--- config.mk ---
export PLATFORM = sky130hd
export DESIGN_NAME = fetch_stage
export DESIGN_NICKNAME = d
export VERILOG_FILES = /design/src/rtl/rv_pipe_pkg.sv /design/src/rtl/ifid_reg.sv /design/src/rtl/fetch_stage.sv
export SDC_FILE = /design/constraint.sdc
export NUM_CORES = 1
export LEC_CHECK = 0
export ABC_AREA = 1
export BUFFER_PORTS_ARGS = -buffer_cell sky130_fd_sc_hd__buf_2
export CORE_MARGIN = 3
export CORE_UTILIZATION = 40
export DETAILED_ROUTE_END_ITERATION = 6
export PLACE_DENSITY_LB_ADDON = 0.1
export SKIP_LAST_GASP = 1
export SYNTH_ARGS = -nofsm -noshare
export SYNTH_HDL_FRONTEND = slang
export SYNTH_SLANG_ARGS = --single-unit
--- constraint.sdc ---
create_clock -name clk -period 3.8 [get_ports clk]
set_input_delay 0.38 -clock clk [delete_from_list [all_inputs] [get_ports clk]]
set_output_delay 0.38 -clock clk [all_outputs]
set_load 0.02 [all_outputs]
--- src/rtl/rv_pipe_pkg.sv ---
`default_nettype none
// ============================================================================
// Module      : rv_pipe_pkg
// Description : Shared constants and types for the pipeline front end.
//               NOP_INSTR        - canonical bubble instruction (addi x0,x0,0)
//               DEFAULT_RESET_PC - default first fetch address after reset
//               fetch_state_t    - fetch FSM state encoding
// Revision    : 1.0 - initial release
// ============================================================================
package rv_pipe_pkg;

    localparam logic [31:0] NOP_INSTR        = 32'h0000_0013;
    localparam logic [31:0] DEFAULT_RESET_PC = 32'h0000_0000;

    typedef enum logic [1:0] {
        FETCH   = 2'd0,   // request outstanding, accepting a response
        HOLD    = 2'd1,   // fetched word buffered, waiting for decode
        DISCARD = 2'd2    // in-flight response belongs to a redirected path
    } fetch_state_t;

endpackage : rv_pipe_pkg
`default_nettype wire

--- src/rtl/ifid_reg.sv ---
`default_nettype none
// ============================================================================
// Module      : ifid_reg
// Description : IF/ID pipeline register. flush loads a bubble and wins over
//               enable; with enable low and no flush all fields hold.
// Ports       : clk, rst_n (sync, active-low)
//               enable, flush             - load control
//               instr_in/pc_in/pcplus4_in/valid_in - next contents
//               instr/pc/pcplus4/valid    - registered contents
// Revision    : 1.0 - initial release
// ============================================================================
module ifid_reg
    import rv_pipe_pkg::*;
(
    input  logic        clk,
    input  logic        rst_n,
    input  logic        enable,
    input  logic        flush,
    input  logic [31:0] instr_in,
    input  logic [31:0] pc_in,
    input  logic [31:0] pcplus4_in,
    input  logic        valid_in,
    output logic [31:0] instr,
    output logic [31:0] pc,
    output logic [31:0] pcplus4,
    output logic        valid
);

    always_ff @(posedge clk) begin
        if (!rst_n || flush) begin
            instr   <= NOP_INSTR;
            pc      <= 32'h0;
            pcplus4 <= 32'h0;
            valid   <= 1'b0;
        end else if (enable) begin
            instr   <= instr_in;
            pc      <= pc_in;
            pcplus4 <= pcplus4_in;
            valid   <= valid_in;
        end
    end

endmodule : ifid_reg
`default_nettype wire

--- src/rtl/fetch_stage.sv ---
`default_nettype none
// ============================================================================
// Module      : fetch_stage
// Description : Instruction fetch stage with a req/ack instruction memory
//               port, a one-word hold buffer for decode stalls, and branch
//               redirect handling (including dropping an in-flight response).
// Macro       : FETCH_PERF_EN - adds FetchWaitCnt / RedirectCnt counters.
// Ports       : clk, rst_n (sync, active-low)
//               StallF, StallD, FlushD, PCSrcE, PCTargetE - hazard/redirect
//               imem_req/imem_addr/imem_ack/imem_rdata   - memory handshake
//               InstrD, PCD, PCPlus4D, ValidD            - IF/ID contents
//               FetchBusyF - request outstanding without ack
// Revision    : 1.0 - initial release
// ============================================================================
module fetch_stage
    import rv_pipe_pkg::*;
#(
    parameter logic [31:0] RESET_PC = DEFAULT_RESET_PC
) (
    input  logic        clk,
    input  logic        rst_n,
    input  logic        StallF,
    input  logic        StallD,
    input  logic        FlushD,
    input  logic        PCSrcE,
    input  logic [31:0] PCTargetE,
    output logic        imem_req,
    output logic [31:0] imem_addr,
    input  logic        imem_ack,
    input  logic [31:0] imem_rdata,
    output logic [31:0] InstrD,
    output logic [31:0] PCD,
    output logic [31:0] PCPlus4D,
    output logic        ValidD,
    output logic        FetchBusyF
`ifdef FETCH_PERF_EN
    ,
    output logic [31:0] FetchWaitCnt,
    output logic [31:0] RedirectCnt
`endif
);

    fetch_state_t state, state_next;
    logic [31:0]  pcf, pcf_next;
    logic [31:0]  hold_instr, hold_instr_next;
    logic [31:0]  hold_pc, hold_pc_next;
    logic [31:0]  pend_target, pend_target_next;
    logic         req_raw;
    logic         deliver;
    logic [31:0]  deliver_instr;
    logic [31:0]  deliver_pc;

    always_ff @(posedge clk) begin
        if (!rst_n) begin
            state       <= FETCH;
            pcf         <= RESET_PC;
            hold_instr  <= 32'h0;
            hold_pc     <= 32'h0;
            pend_target <= 32'h0;
        end else begin
            state       <= state_next;
            pcf         <= pcf_next;
            hold_instr  <= hold_instr_next;
            hold_pc     <= hold_pc_next;
            pend_target <= pend_target_next;
        end
    end

    // StallF is folded into the stall test so the fetch path never advances
    // PCF while the front end is stalled, even if decode is free.
    always_comb begin
        state_next       = state;
        pcf_next         = pcf;
        hold_instr_next  = hold_instr;
        hold_pc_next     = hold_pc;
        pend_target_next = pend_target;
        req_raw          = 1'b0;
        deliver          = 1'b0;
        deliver_instr    = hold_instr;
        deliver_pc       = hold_pc;
        case (state)
            FETCH: begin
                req_raw = 1'b1;
                if (imem_ack) begin
                    if (PCSrcE) begin
                        pcf_next = PCTargetE;
                    end else if (StallD || StallF) begin
                        hold_instr_next = imem_rdata;
                        hold_pc_next    = pcf;
                        state_next      = HOLD;
                    end else begin
                        deliver       = 1'b1;
                        deliver_instr = imem_rdata;
                        deliver_pc    = pcf;
                        pcf_next      = pcf + 32'd4;
                    end
                end else if (PCSrcE) begin
                    // Memory still owns the request: keep req/addr stable
                    // and remember where to go once it completes.
                    pend_target_next = PCTargetE;
                    state_next       = DISCARD;
                end
            end
            HOLD: begin
                if (PCSrcE) begin
                    pcf_next   = PCTargetE;
                    state_next = FETCH;
                end else if (!StallD && !StallF) begin
                    deliver    = 1'b1;
                    pcf_next   = pcf + 32'd4;
                    state_next = FETCH;
                end
            end
            DISCARD: begin
                req_raw = 1'b1;
                if (PCSrcE) begin
                    pend_target_next = PCTargetE;
                end
                if (imem_ack) begin
                    pcf_next   = PCSrcE ? PCTargetE : pend_target;
                    state_next = FETCH;
                end
            end
            default: begin
                state_next = FETCH;
            end
        endcase
    end

    // Gate with rst_n so no request is visible while reset is asserted.
    assign imem_req   = req_raw & rst_n;
    assign imem_addr  = pcf;
    assign FetchBusyF = imem_req & ~imem_ack;

    ifid_reg u_ifid (
        .clk        (clk),
        .rst_n      (rst_n),
        .enable     (~StallD),
        .flush      (FlushD),
        .instr_in   (deliver ? deliver_instr : NOP_INSTR),
        .pc_in      (deliver ? deliver_pc : 32'h0),
        .pcplus4_in (deliver ? (deliver_pc + 32'd4) : 32'h0),
        .valid_in   (deliver),
        .instr      (InstrD),
        .pc         (PCD),
        .pcplus4    (PCPlus4D),
        .valid      (ValidD)
    );

`ifdef FETCH_PERF_EN
    always_ff @(posedge clk) begin
        if (!rst_n) begin
            FetchWaitCnt <= 32'h0;
            RedirectCnt  <= 32'h0;
        end else begin
            if (imem_req && !imem_ack && (FetchWaitCnt != 32'hFFFF_FFFF)) begin
                FetchWaitCnt <= FetchWaitCnt + 32'd1;
            end
            if (PCSrcE && (RedirectCnt != 32'hFFFF_FFFF)) begin
                RedirectCnt <= RedirectCnt + 32'd1;
            end
        end
    end
`endif

endmodule : fetch_stage
`default_nettype wire

==> flow_summary.json <==
{
  "nFillCells": 2838,
  "synth_cells": 1593,
  "setup_tns_ns": 0,
  "period_share_pct": 67.3,
  "worstPathArrival_ns": 3.01,
  "gp_congestion": 0.876,
  "syn_avg_cell_area_sq_um": 6.90,
  "fin_nets": 1806,
  "r2r_cells": 13,
  "cpPeakStageDelay_ns": 0.52,
  "hpwl_mm": 25.1,
  "yosysUniqueCellTypes": 53,
  "r2r-end": "imem_addr[24]",
  "htreeDepth": 1,
  "post-route-util_pct": 47.9,
  "whs_path_depth": 3,
  "final_area_sq_um": 12900,
  "clk_path_buf_depth": 3,
  "cts_tree": "built",
  "synth_fp_nets": 1666,
  "io_pins": 202,
  "cp_num_cells": 13,
  "cts_sinks": 225,
  "insertion_delay_ns": 0.54,
  "grt_max_degree": 121,
  "drcViolationCount": 0,
  "p_leak_nw": 5.20,
  "grt_pass1_vias": 10200,
  "cts_hold_buf": 0,
  "first_pass_iters": 5,
  "cts.clk_slew.worst_paths_ns": 0.06,
  "antenna_cells": 0,
  "hold_viol": 0,
  "crit_top_cell": "nand2_1",
  "drive_gt1_share_pct": 18.2,
  "port_buffers": 201,
  "postCtsSetupRepairBufs": 0,
  "async_reset_ff_share_pct": 0,
  "drv_slew": 0,
  "slew_headroom_pct": 23.2,
  "worstPathRequired_ns": 4.26,
  "yosysMostFrequentCell": "nand2_1",
  "r2r-start": "imem_addr[3]",
  "yosys_most_used_dff": "dfxtp_1",
  "synthTopCellsByArea": "dfxtp_1 (41%), nand2_1 (12%), a21oi_1 (11%), o21ai_0 (8.2%), nor2_1 (4.3%)",
  "rrSetupSlack_ns": 1.24,
  "area_delta_synth_final_pct": 17.5,
  "core_area_sq_um": 27000,
  "grt_usage_pct": 23.7,
  "final.min_clock_period_ns": 2.56,
  "register_area_sq_um": 4500,
  "worst-setup-path-type": "flop to flop",
  "cts_buffers": 27,
  "wl_mm": 35.8,
  "viasPerCell": 5.26,
  "grt_overflow": 0,
  "fin_skew_ns": 0.0147,
  "finalSetupViolations": 0,
  "fmax_mhz": 391,
  "start_kind": "flop",
  "synth_area_leader_cell": "dfxtp_1",
  "clockRootBuffer": "clkbuf_16",
  "detail_route.wl_per_cell_microns": 17.1,
  "synth_top_area_share_pct": 41.0,
  "die_w_microns": 172,
  "multi_input_area_sq_um": 5450,
  "tightest_slew_ns": 1.15,
  "whs_endpoint": "hold_instr[19]",
  "place_area_sq_um": 12000,
  "cp_slowest_cell": "dfxtp_1",
  "synthTopCellsByCount": "nand2_1 (344), a21oi_1 (236), dfxtp_1 (225)",
  "vias": 11000,
  "initial_utilization_pct": 40.8,
  "hp-start": "imem_rdata[19]",
  "crit_fanout": 6,
  "crit_buf_inv": 0,
  "ir_drop_mv": 0.316,
  "path_delay_family": "simple AND/OR/NAND/NOR gates",
  "power.total_mw": 5.84,
  "dieArea_sq_um": 29500,
  "syn_area_sq_um": 11000,
  "cts_resized": 0,
  "grt_pass1_wl_mm": 56.1,
  "ys_ff_latch": 225,
  "drtIter0Drc": 881,
  "synth_edf_count": 0,
  "antenna_found_initial": 0,
  "outcome": "finished, final reports clean",
  "die_h_microns": 172,
  "powerDensity_nw_per_um2": 452,
  "min_path_type": "input port to flop",
  "seq_area_frac_synth_pct": 41.0,
  "crit_chain": "ha_1 > nand2_1 > nor2_1 > nand2_1 > nor2_1 > nand2_1 > nor2_1 > nand2_1 > nor2_1 > nand2_1 > o21ai_0 > nand3_1 > a21oi_1",
  "rows": 60,
  "maxCapViolCount": 0,
  "ys_warn_count": 0,
  "end_kind": "flop",
  "rsz0062_at_grt": "no",
  "drt.antenna.violating_nets": 0
}
[routing by layer]
metal	track usage, %	wire length (microns)
met1	33.5	16900
met2	37.7	16000
met3	3.40	1960
met4	6.77	1020
met5	0	0
[power breakdown]
| group | internal, mW | switching (mW) |
|---|---|---|
| clock network | 1.60 | 1.01 |
| logic | 0.193 | 0.455 |
| registers | 2.47 | 0.107 |
| total | 4.26 | 1.58 |
[through the flow]
stage	setup slack (ns)	hold WS, ns	instances
finish	1.24	0.104	2091
global route	0.963	0.119	2091
detailed placement	0.989	0.445	2045
CTS	1.29	0.0867	2091
floorplan	1.67	0.425	1593
global placement	0.995	0.437	2045
[cells by family after synthesis]
kind of cell / synth area share [%]
compound gates: 23.7
xor+xnor: 0.956
fa+ha+maj: 0.228
buf+inv: 9.56
flops: 41.0
simple gates: 24.6
[worst min-delay path: stages]
cell     delay, ns
buf_2         0.11
nand2_1       0.05
a21oi_1       0.05
[cell type report]
cell class | instances | area share [%]
Clock inverter | 7 | 0.911
Multi-Input combinational cell | 1127 | 42.2
Timing Repair Buffer | 220 | 8.89
Clock buffer | 39 | 5.97
Inverter | 132 | 3.84
Tap cell | 341 | 3.30
Sequential cell | 225 | 34.9
[state kept, by name (all words and copies together), names as in the netlist]
register        cells
hold_instr         32
hold_pc            32
imem_addr          32
pend_target        32
state               2
u_ifid.instr       32
u_ifid.pc          30
u_ifid.pcplus4     32
u_ifid.valid        1
[layout by cell type (no fill, tap or decap), types with 3 or more instances in the layout]
cell,instances
nor2_2,16
clkbuf_16,27
nand2_2,20
nor3_1,6
buf_4,19
o31ai_1,11
nand2_1,344
nand3_1,55
inv_1,123
o21ai_1,13
bufinv_16,3
dfxtp_1,225
xor2_1,5
nor2_4,7
xnor2_1,7
clkbuf_8,5
nor4_1,5
o21ai_0,181
clkbuf_1,7
a211oi_1,6
buf_2,201
a31oi_1,24
inv_2,8
o21bai_1,3
a21oi_1,236
nand4_1,36
nor2_1,125
[worst max path at each step]
stage	slack (ns)	startpoint	end
after global routing	0.96	imem_addr[2]	imem_addr[24]
after floorplan	1.67	PCSrcE	u_ifid.pcplus4[30]
after global placement	1.0	PCSrcE	imem_addr[14]
after detailed placement	0.99	PCSrcE	imem_addr[14]
after CTS	1.29	state[0]	u_ifid.pcplus4[12]
final	1.24	imem_addr[3]	imem_addr[24]
(Power assumes the default switching activity.)
